### config.mk
export PLATFORM = sky130hd
export DESIGN_NAME = pms_stage_flat
export DESIGN_NICKNAME = d
export VERILOG_FILES = /design/src/rtl/pms_stage_if.sv /design/src/rtl/pms_stage.sv /design/src/flat_wrapper.sv
export SDC_FILE = /design/constraint.sdc
export NUM_CORES = 1
export LEC_CHECK = 0
export CAP_MARGIN = 15
export CORE_ASPECT_RATIO = 1.4
export CORE_UTILIZATION = 38
export DETAILED_ROUTE_END_ITERATION = 6
export PLACE_DENSITY_LB_ADDON = 0.15
export RECOVER_POWER = 100
export SKIP_CTS_REPAIR_TIMING = 1
export SLEW_MARGIN = 10
export SYNTH_ARGS = -nofsm -noshare
export SYNTH_HDL_FRONTEND = slang
export SYNTH_SLANG_ARGS = --single-unit
export TNS_END_PERCENT = 10
### constraint.sdc
create_clock -name clk -period 2.6 [get_ports clk]
set_input_delay 0.52 -clock clk [delete_from_list [all_inputs] [get_ports clk]]
set_output_delay 0.52 -clock clk [all_outputs]
set_load 0.1 [all_outputs]
### src/rtl/pms_stage_if.sv
// Data-SRAM request channel between the pre-memory stage and the data SRAM.
//   req/wr/size/addr/wstrb/wdata : request driven by the stage (master)
//   addr_ok                      : request accepted, driven by the SRAM side (slave)
interface pms_stage_if;
  logic        req;
  logic        wr;
  logic [1:0]  size;
  logic [31:0] addr;
  logic [3:0]  wstrb;
  logic [31:0] wdata;
  logic        addr_ok;

  modport master (
    output req, wr, size, addr, wstrb, wdata,
    input  addr_ok
  );

  modport slave (
    input  req, wr, size, addr, wstrb, wdata,
    output addr_ok
  );
endinterface

### src/rtl/pms_stage.sv
// Pre-memory pipeline stage (execute -> pre-memory -> memory).
// Latches the memory-slot result of the issue pair, checks load/store alignment,
// issues the data-SRAM request (req/addr_ok) and owns the HI/LO registers.
// Ports:
//   clk, resetn                      : clock, asynchronous active-low reset
//   es_to_pms_valid / pms_allowin    : upstream handshake
//   pms_to_ms_valid / ms_allowin     : downstream handshake
//   es_mem_* / es_except             : memory access of the pair, upstream exception
//   es_hi_we/es_lo_we/es_hl_src/...  : HI/LO write controls and sources
//   es_mul_res                       : multiplier product, sampled live while the pair is held
//   clear_all                        : pipeline flush
//   data_sram                        : SRAM request channel (master side)
//   pms_adel/pms_ades/pms_badvaddr   : address error report
//   pms_req_issued                   : SRAM accepted the request of the current pair
//   hi_value/lo_value                : architectural HI/LO
// Optional feature: define PMS_HILO_BYPASS_EN to forward the HI/LO value being
// written in the firing cycle onto hi_value/lo_value.
module pms_stage #(
  parameter logic [31:0] HILO_RST = 32'h0
) (
  input  logic        clk,
  input  logic        resetn,
  input  logic        es_to_pms_valid,
  output logic        pms_allowin,
  input  logic        ms_allowin,
  output logic        pms_to_ms_valid,
  input  logic        es_mem_op,
  input  logic        es_mem_we,
  input  logic [1:0]  es_mem_size,
  input  logic [31:0] es_mem_addr,
  input  logic [31:0] es_mem_wdata,
  input  logic        es_except,
  input  logic        es_hi_we,
  input  logic        es_lo_we,
  input  logic [1:0]  es_hl_src,
  input  logic [31:0] es_hl_rs,
  input  logic [63:0] es_div_res,
  input  logic [63:0] es_mul_res,
  input  logic        clear_all,
  pms_stage_if.master data_sram,
  output logic        pms_adel,
  output logic        pms_ades,
  output logic [31:0] pms_badvaddr,
  output logic        pms_req_issued,
  output logic [31:0] hi_value,
  output logic [31:0] lo_value
);

  typedef enum logic [1:0] {StIdle, StReq, StDone} state_e;

  state_e      state_q, state_d;
  logic        valid_q, valid_d;
  logic        first_q;
  logic        cancel_q, cancel_d;
  logic        mem_op_q, mem_we_q, except_q, hi_we_q, lo_we_q;
  logic [1:0]  size_q, hl_src_q;
  logic [31:0] addr_q, wdata_q, hl_rs_q;
  logic [63:0] div_q;
  logic [31:0] hi_q, lo_q, hi_new, lo_new;

  logic misalign, mis_err, no_req, issue, mul_hold, ready_go, req;
  logic cancel_pend, capture, fire, hl_wr;
  logic [3:0]  strb_raw;
  logic [31:0] wdata_rep;

  assign misalign = ((size_q == 2'd1) & addr_q[0]) | ((size_q == 2'd2) & (addr_q[1:0] != 2'b00));
  assign mis_err  = mem_op_q & misalign;
  assign no_req   = !mem_op_q | misalign | except_q;
  assign issue    = valid_q & mem_op_q & !misalign & !except_q & !clear_all;
  // Product arrives one cycle after entry, so a multiply pair never leaves in its entry cycle.
  assign mul_hold = valid_q & first_q & (hl_src_q == 2'd1);

  always_comb begin
    state_d  = state_q;
    cancel_d = cancel_q;
    req      = 1'b0;
    ready_go = 1'b0;
    unique case (state_q)
      StIdle: begin
        ready_go = no_req;
        if (issue) begin
          req     = 1'b1;
          state_d = data_sram.addr_ok ? StDone : StReq;
        end
      end
      StReq: begin
        // A flushed request is never retracted; it completes and is then dropped.
        req = 1'b1;
        if (data_sram.addr_ok) begin
          state_d  = (cancel_q | clear_all) ? StIdle : StDone;
          cancel_d = 1'b0;
        end else if (clear_all) begin
          cancel_d = 1'b1;
        end
      end
      StDone: begin
        ready_go = 1'b1;
        if (clear_all | (ms_allowin & !mul_hold)) state_d = StIdle;
      end
      default: state_d = StIdle;
    endcase
    if (mul_hold) ready_go = 1'b0;
  end

  assign cancel_pend     = (state_q == StReq) & cancel_q;
  // Gated by resetn so that every output reads 0 while reset is held.
  assign pms_allowin     = resetn & !cancel_pend & (!valid_q | (ready_go & ms_allowin));
  assign pms_to_ms_valid = valid_q & ready_go & !clear_all;
  assign fire            = pms_to_ms_valid & ms_allowin;
  assign capture         = es_to_pms_valid & pms_allowin & !clear_all;
  assign hl_wr           = fire & !except_q & !mis_err;

  always_comb begin
    valid_d = valid_q;
    if (clear_all)        valid_d = 1'b0;
    else if (pms_allowin) valid_d = es_to_pms_valid;
  end

  always_comb begin
    strb_raw  = 4'b1111;
    wdata_rep = wdata_q;
    case (size_q)
      2'd0: begin
        strb_raw  = 4'b0001 << addr_q[1:0];
        wdata_rep = {4{wdata_q[7:0]}};
      end
      2'd1: begin
        strb_raw  = 4'b0011 << addr_q[1:0];
        wdata_rep = {2{wdata_q[15:0]}};
      end
      default: ;
    endcase
  end

  always_comb begin
    hi_new = hl_rs_q;
    lo_new = hl_rs_q;
    case (hl_src_q)
      2'd1: begin
        hi_new = es_mul_res[63:32];
        lo_new = es_mul_res[31:0];
      end
      2'd2: begin
        lo_new = div_q[63:32];
        hi_new = div_q[31:0];
      end
      default: ;
    endcase
  end

  always_ff @(posedge clk or negedge resetn) begin
    if (!resetn) begin
      state_q  <= StIdle;
      valid_q  <= 1'b0;
      first_q  <= 1'b0;
      cancel_q <= 1'b0;
      hi_q     <= HILO_RST;
      lo_q     <= HILO_RST;
    end else begin
      state_q  <= state_d;
      valid_q  <= valid_d;
      first_q  <= capture;
      cancel_q <= cancel_d;
      if (hl_wr & hi_we_q) hi_q <= hi_new;
      if (hl_wr & lo_we_q) lo_q <= lo_new;
    end
  end

  always_ff @(posedge clk or negedge resetn) begin
    if (!resetn) begin
      mem_op_q <= 1'b0;
      mem_we_q <= 1'b0;
      size_q   <= 2'd0;
      addr_q   <= 32'h0;
      wdata_q  <= 32'h0;
      except_q <= 1'b0;
      hi_we_q  <= 1'b0;
      lo_we_q  <= 1'b0;
      hl_src_q <= 2'd0;
      hl_rs_q  <= 32'h0;
      div_q    <= 64'h0;
    end else if (capture) begin
      mem_op_q <= es_mem_op;
      mem_we_q <= es_mem_we;
      size_q   <= es_mem_size;
      addr_q   <= es_mem_addr;
      wdata_q  <= es_mem_wdata;
      except_q <= es_except;
      hi_we_q  <= es_hi_we;
      lo_we_q  <= es_lo_we;
      hl_src_q <= es_hl_src;
      hl_rs_q  <= es_hl_rs;
      div_q    <= es_div_res;
    end
  end

  assign data_sram.req   = req;
  assign data_sram.wr    = mem_op_q & mem_we_q;
  assign data_sram.size  = size_q;
  assign data_sram.addr  = addr_q;
  assign data_sram.wstrb = (mem_op_q & mem_we_q) ? strb_raw : 4'b0000;
  assign data_sram.wdata = wdata_rep;

  assign pms_adel       = valid_q & mis_err & !mem_we_q;
  assign pms_ades       = valid_q & mis_err & mem_we_q;
  assign pms_badvaddr   = (valid_q & mis_err) ? addr_q : 32'h0;
  assign pms_req_issued = valid_q & (state_q == StDone);

`ifdef PMS_HILO_BYPASS_EN
  assign hi_value = (hl_wr & hi_we_q) ? hi_new : hi_q;
  assign lo_value = (hl_wr & lo_we_q) ? lo_new : lo_q;
`else
  assign hi_value = hi_q;
  assign lo_value = lo_q;
`endif

endmodule

### src/flat_wrapper.sv
// flat-port wrapper written by rule: the top's interface ports become plain ports
module pms_stage_flat 
#(
  parameter logic [31:0] HILO_RST = 32'h0
)
  (clk, resetn, es_to_pms_valid, pms_allowin, ms_allowin, pms_to_ms_valid, es_mem_op, es_mem_we, es_mem_size, es_mem_addr, es_mem_wdata, es_except, es_hi_we, es_lo_we, es_hl_src, es_hl_rs, es_div_res, es_mul_res, clear_all, pms_adel, pms_ades, pms_badvaddr, pms_req_issued, hi_value, lo_value, data_sram_req, data_sram_wr, data_sram_size, data_sram_addr, data_sram_wstrb, data_sram_wdata, data_sram_addr_ok);
  pms_stage_if data_sram_i ();
  input  logic clk;
  input  logic resetn;
  input  logic es_to_pms_valid;
  output logic pms_allowin;
  input  logic ms_allowin;
  output logic pms_to_ms_valid;
  input  logic es_mem_op;
  input  logic es_mem_we;
  input  logic [1:0] es_mem_size;
  input  logic [31:0] es_mem_addr;
  input  logic [31:0] es_mem_wdata;
  input  logic es_except;
  input  logic es_hi_we;
  input  logic es_lo_we;
  input  logic [1:0] es_hl_src;
  input  logic [31:0] es_hl_rs;
  input  logic [63:0] es_div_res;
  input  logic [63:0] es_mul_res;
  input  logic clear_all;
  output logic pms_adel;
  output logic pms_ades;
  output logic [31:0] pms_badvaddr;
  output logic pms_req_issued;
  output logic [31:0] hi_value;
  output logic [31:0] lo_value;
  output wire logic [$bits(data_sram_i.req)-1:0] data_sram_req;
  output wire logic [$bits(data_sram_i.wr)-1:0] data_sram_wr;
  output wire logic [$bits(data_sram_i.size)-1:0] data_sram_size;
  output wire logic [$bits(data_sram_i.addr)-1:0] data_sram_addr;
  output wire logic [$bits(data_sram_i.wstrb)-1:0] data_sram_wstrb;
  output wire logic [$bits(data_sram_i.wdata)-1:0] data_sram_wdata;
  input wire logic [$bits(data_sram_i.addr_ok)-1:0] data_sram_addr_ok;
  assign data_sram_req = data_sram_i.req;
  assign data_sram_wr = data_sram_i.wr;
  assign data_sram_size = data_sram_i.size;
  assign data_sram_addr = data_sram_i.addr;
  assign data_sram_wstrb = data_sram_i.wstrb;
  assign data_sram_wdata = data_sram_i.wdata;
  assign data_sram_i.addr_ok = data_sram_addr_ok;
  pms_stage #(.HILO_RST(HILO_RST)) u_core (.clk(clk), .resetn(resetn), .es_to_pms_valid(es_to_pms_valid), .pms_allowin(pms_allowin), .ms_allowin(ms_allowin), .pms_to_ms_valid(pms_to_ms_valid), .es_mem_op(es_mem_op), .es_mem_we(es_mem_we), .es_mem_size(es_mem_size), .es_mem_addr(es_mem_addr), .es_mem_wdata(es_mem_wdata), .es_except(es_except), .es_hi_we(es_hi_we), .es_lo_we(es_lo_we), .es_hl_src(es_hl_src), .es_hl_rs(es_hl_rs), .es_div_res(es_div_res), .es_mul_res(es_mul_res), .clear_all(clear_all), .data_sram(data_sram_i), .pms_adel(pms_adel), .pms_ades(pms_ades), .pms_badvaddr(pms_badvaddr), .pms_req_issued(pms_req_issued), .hi_value(hi_value), .lo_value(lo_value));
endmodule
==> impl_metrics.ini <==
[pwr]
power.total_mw = 19.4
p_clk_frac = 0.192
p_switching_mw = 9.34
share_comb_of_total_power = 0.530
sw_frac_of_total = 0.481
p_seq_frac = 0.279
p_leak_nw = 7.31
cell_internal_pwr_mw = 10.1
powerDensity_mw_per_mm2 = 1160
ir_worst_vdd_mv = 0.795

[worst_setup_path]
worstPathArrival_ns = 2.12
crit_family = simple AND/OR/NAND/NOR gates
critical-path-max-stage-delay_ns = 0.48
end_kind = output port
worstSetupPathType = reg2out
worstPathRequired_ns = 2.08
path_buf_inv = 2
r2r-start = u_core.hl_src_q[1]$_DFFE_PN0P_
ff2ff_path_depth = 8
path_max_fanout = 34
slowest_stage = dfrtp_4
r2r-end = u_core.div_q[33]$_DFFE_PN0P_
reg2reg_setup_slack_ns = -0.01
path_cells = nand2b_1 > o21ai_2 > nand2_2 > nor2_4 > buf_12 > and2_2 > buf_12
crit_path_frequent_cell = buf_12
startpoint_type = register

[synth]
postSynth.asyncResetShare = 1.00
synth_area_per_cell_um2 = 13.8
synth_top_area_share = 0.525
synth_edf_count = 0
synth_nets = 1066
yosysTopAreaCell = dfrtp_1
ys_top_cells_by_area = dfrtp_1 (52%), mux2_2 (16%), mux2_4 (12%)
synth.ff_latch_count = 238
yosys_warnings = 0
yosysUniqueCellTypes = 36
synth.most_common_cell = dfrtp_1
synth_common_cells = dfrtp_1 (238), mux2_2 (159), mux2_4 (90), nor2_1 (71), a221oi_1 (64)
synth_flop_cell = dfrtp_1
syn_area_mm2 = 0.0113
yosysSeqAreaShare = 0.525
synthCells = 825

[detailed_routing]
avgViaCountPerCell = 5.03
wl_um = 34300
drt-initial-drc-count = 351
ant_nets = 0
drt_pre_antenna_iters = 4
via_count = 8181
drc = 0
wire_per_inst_um = 21.1

[run_status]
status = finished, violations left
violations = max-capacitance violations, max-slew violations, negative setup slack

[floorplan]
die_w_um = 148
dieArea_mm2 = 0.0306
core_region_area_mm2 = 0.0293
io_pins = 412
start_util = 0.388
rows = 74
die-height_um = 206

[worst_hold_path]
hold_depth = 1
hold_end = u_core.div_q[50]$_DFFE_PN0P_
hold_start = u_core.div_q[50]$_DFFE_PN0P_
hold_path_class = reg2reg

[sta]
post-route-period-util = 1.02
grt_setup_unrepaired = yes
drv_slew = 187
fin_skew_ns = 0.0109
tightestPinTransition_ns = 1.76
relSlewSlack = -0.174
tns_ns = -1.14
hold_slack_ns = 0.490
setup_viol = 45
max_freq_mhz = 378
period_minus_slack_ns = 2.64
final-hold-violation-count = 0
setup_slack_ns = -0.0423

[layout]
n_fill_cell = 2550
fin_nets = 1471
final_area_mm2 = 0.0167
area_growth_pct = 46.9
multi_input_area_mm2 = 0.00490
seqCellArea_mm2 = 0.00597
drive_gt1_frac = 0.398

[global_route]
grt_pass1_wl_um = 51000
antenna_found_initial = 7
use_met2 = 0.380
grt_usage = 0.220
grt-busiest-layer = met2
grt_max_degree = 187
grtUsageMet1 = 0.262
met3_usage = 0.0600
gr-total-overflow = 0
grt_pass1_vias = 8483

[cts]
clock_sinks = 238
cts_max_path_buffers = 3
worstSkewPairLatency_ns = 0.53
clkSlewWorstSetupHoldPaths_ns = 0.06
cts-htree-levels = 1
numCtsBuffers = 26
cts_tree = done
root_buffer = clkbuf_16

[place]
gp_congestion = 0.817
port_buffers = 411
placed_area_mm2 = 0.0164
dp_hpwl_um = 24800

[job]
drv_cap = 1
## how the worst max path moves through the flow
stage                     slack, ns                                    to  cells past startpoint                                 start
after global routing          -0.16                      pms_badvaddr[24]                      7  u_core.data_sram.size[0]$_DFFE_PN0P_
after global placement         0.06  u_core.data_sram.size[1]$_DFFE_PN0P_                      7                            ms_allowin
after CTS                     -0.31                      pms_badvaddr[27]                      7  u_core.data_sram.size[0]$_DFFE_PN0P_
after detailed placement       0.03          u_core.div_q[35]$_DFFE_PN0P_                      6                            ms_allowin
after floorplan               -0.14                      pms_badvaddr[10]                      7  u_core.data_sram.size[0]$_DFFE_PN0P_
final                         -0.04                      pms_badvaddr[27]                      7  u_core.data_sram.size[0]$_DFFE_PN0P_
## registers in the layout, indices dropped and copies added (netlist names), 32 cells and up
signal,flops
u_core.hi_value,32
u_core.hl_rs_q,32
u_core.data_sram.addr,32
u_core.div_q,64
u_core.wdata_q,32
u_core.lo_value,32
## cell families (layout without fill, tap and decap cells)
| group | after synthesis | in the layout | share of synthesized area |
|---|---|---|---|
| mux | 257 | 257 | 0.284 |
| flops | 238 | 238 | 0.525 |
| simple gates | 164 | 164 | 0.0760 |
| compound gates | 90 | 90 | 0.0640 |
| buf+inv | 74 | 494 | 0.0489 |
| fa+ha+maj | 2 | 2 | 0.00221 |
| other cells | 0 | 3 | 0 |
## cell usage in the layout, fill, tap and decap left out, types with 5 or more instances in the layout
cell type          n
mux2_4            55
mux2i_1            8
nand2_1           12
buf_12            66
buf_4             17
mux2_2           157
inv_1              7
clkbuf_8           9
mux2_1            37
clkbuf_2          83
clkdlybuf4s50_1  237
clkbuf_16         27
a221oi_1          64
nor2b_1           33
o21ai_2            5
clkinv_2           5
dfrtp_1          234
clkbuf_4           8
nor2_1            68
clkbuf_1          27
and2_2            33
## per-layer routing
metal,share of wire,wire length [um],vias up
li1,-,-,3761
met1,0.38,13000,4085
met2,0.52,17800,262
met3,0.071,2440,65
met4,0.028,965,8
met5,0.0018,62,-
## power by group through the flow
stage,registers [mW],clock network [mW],logic (mW)
after global placement,5.44,0,10.8
after detailed placement,5.47,0,10.8
after global routing,5.54,3.97,10.8
after floorplan,8.37,0,4.82
final,5.41,3.72,10.3
after CTS,5.42,3.83,10.8
## cell type report
class | instances | share of cell area
well taps | 380 | 0.0285
clock buffers | 37 | 0.0482
clock inverters | 6 | 0.00330
multi-input cells | 513 | 0.294
diodes | 3 | 0.000450
flip-flops and latches | 238 | 0.358
repair buffers | 443 | 0.266
inverters | 8 | 0.00180
## stage by stage
stage                      util  setup WS (ns)  instances
after floorplan               -         -0.137        825
after global placement    0.559         0.0616       1579
after detailed placement  0.559         0.0283       1579
after CTS                 0.588         -0.305       1622
after global routing      0.570         -0.162       1628
final                     0.570        -0.0423       1628
(Power assumes the default switching activity.)
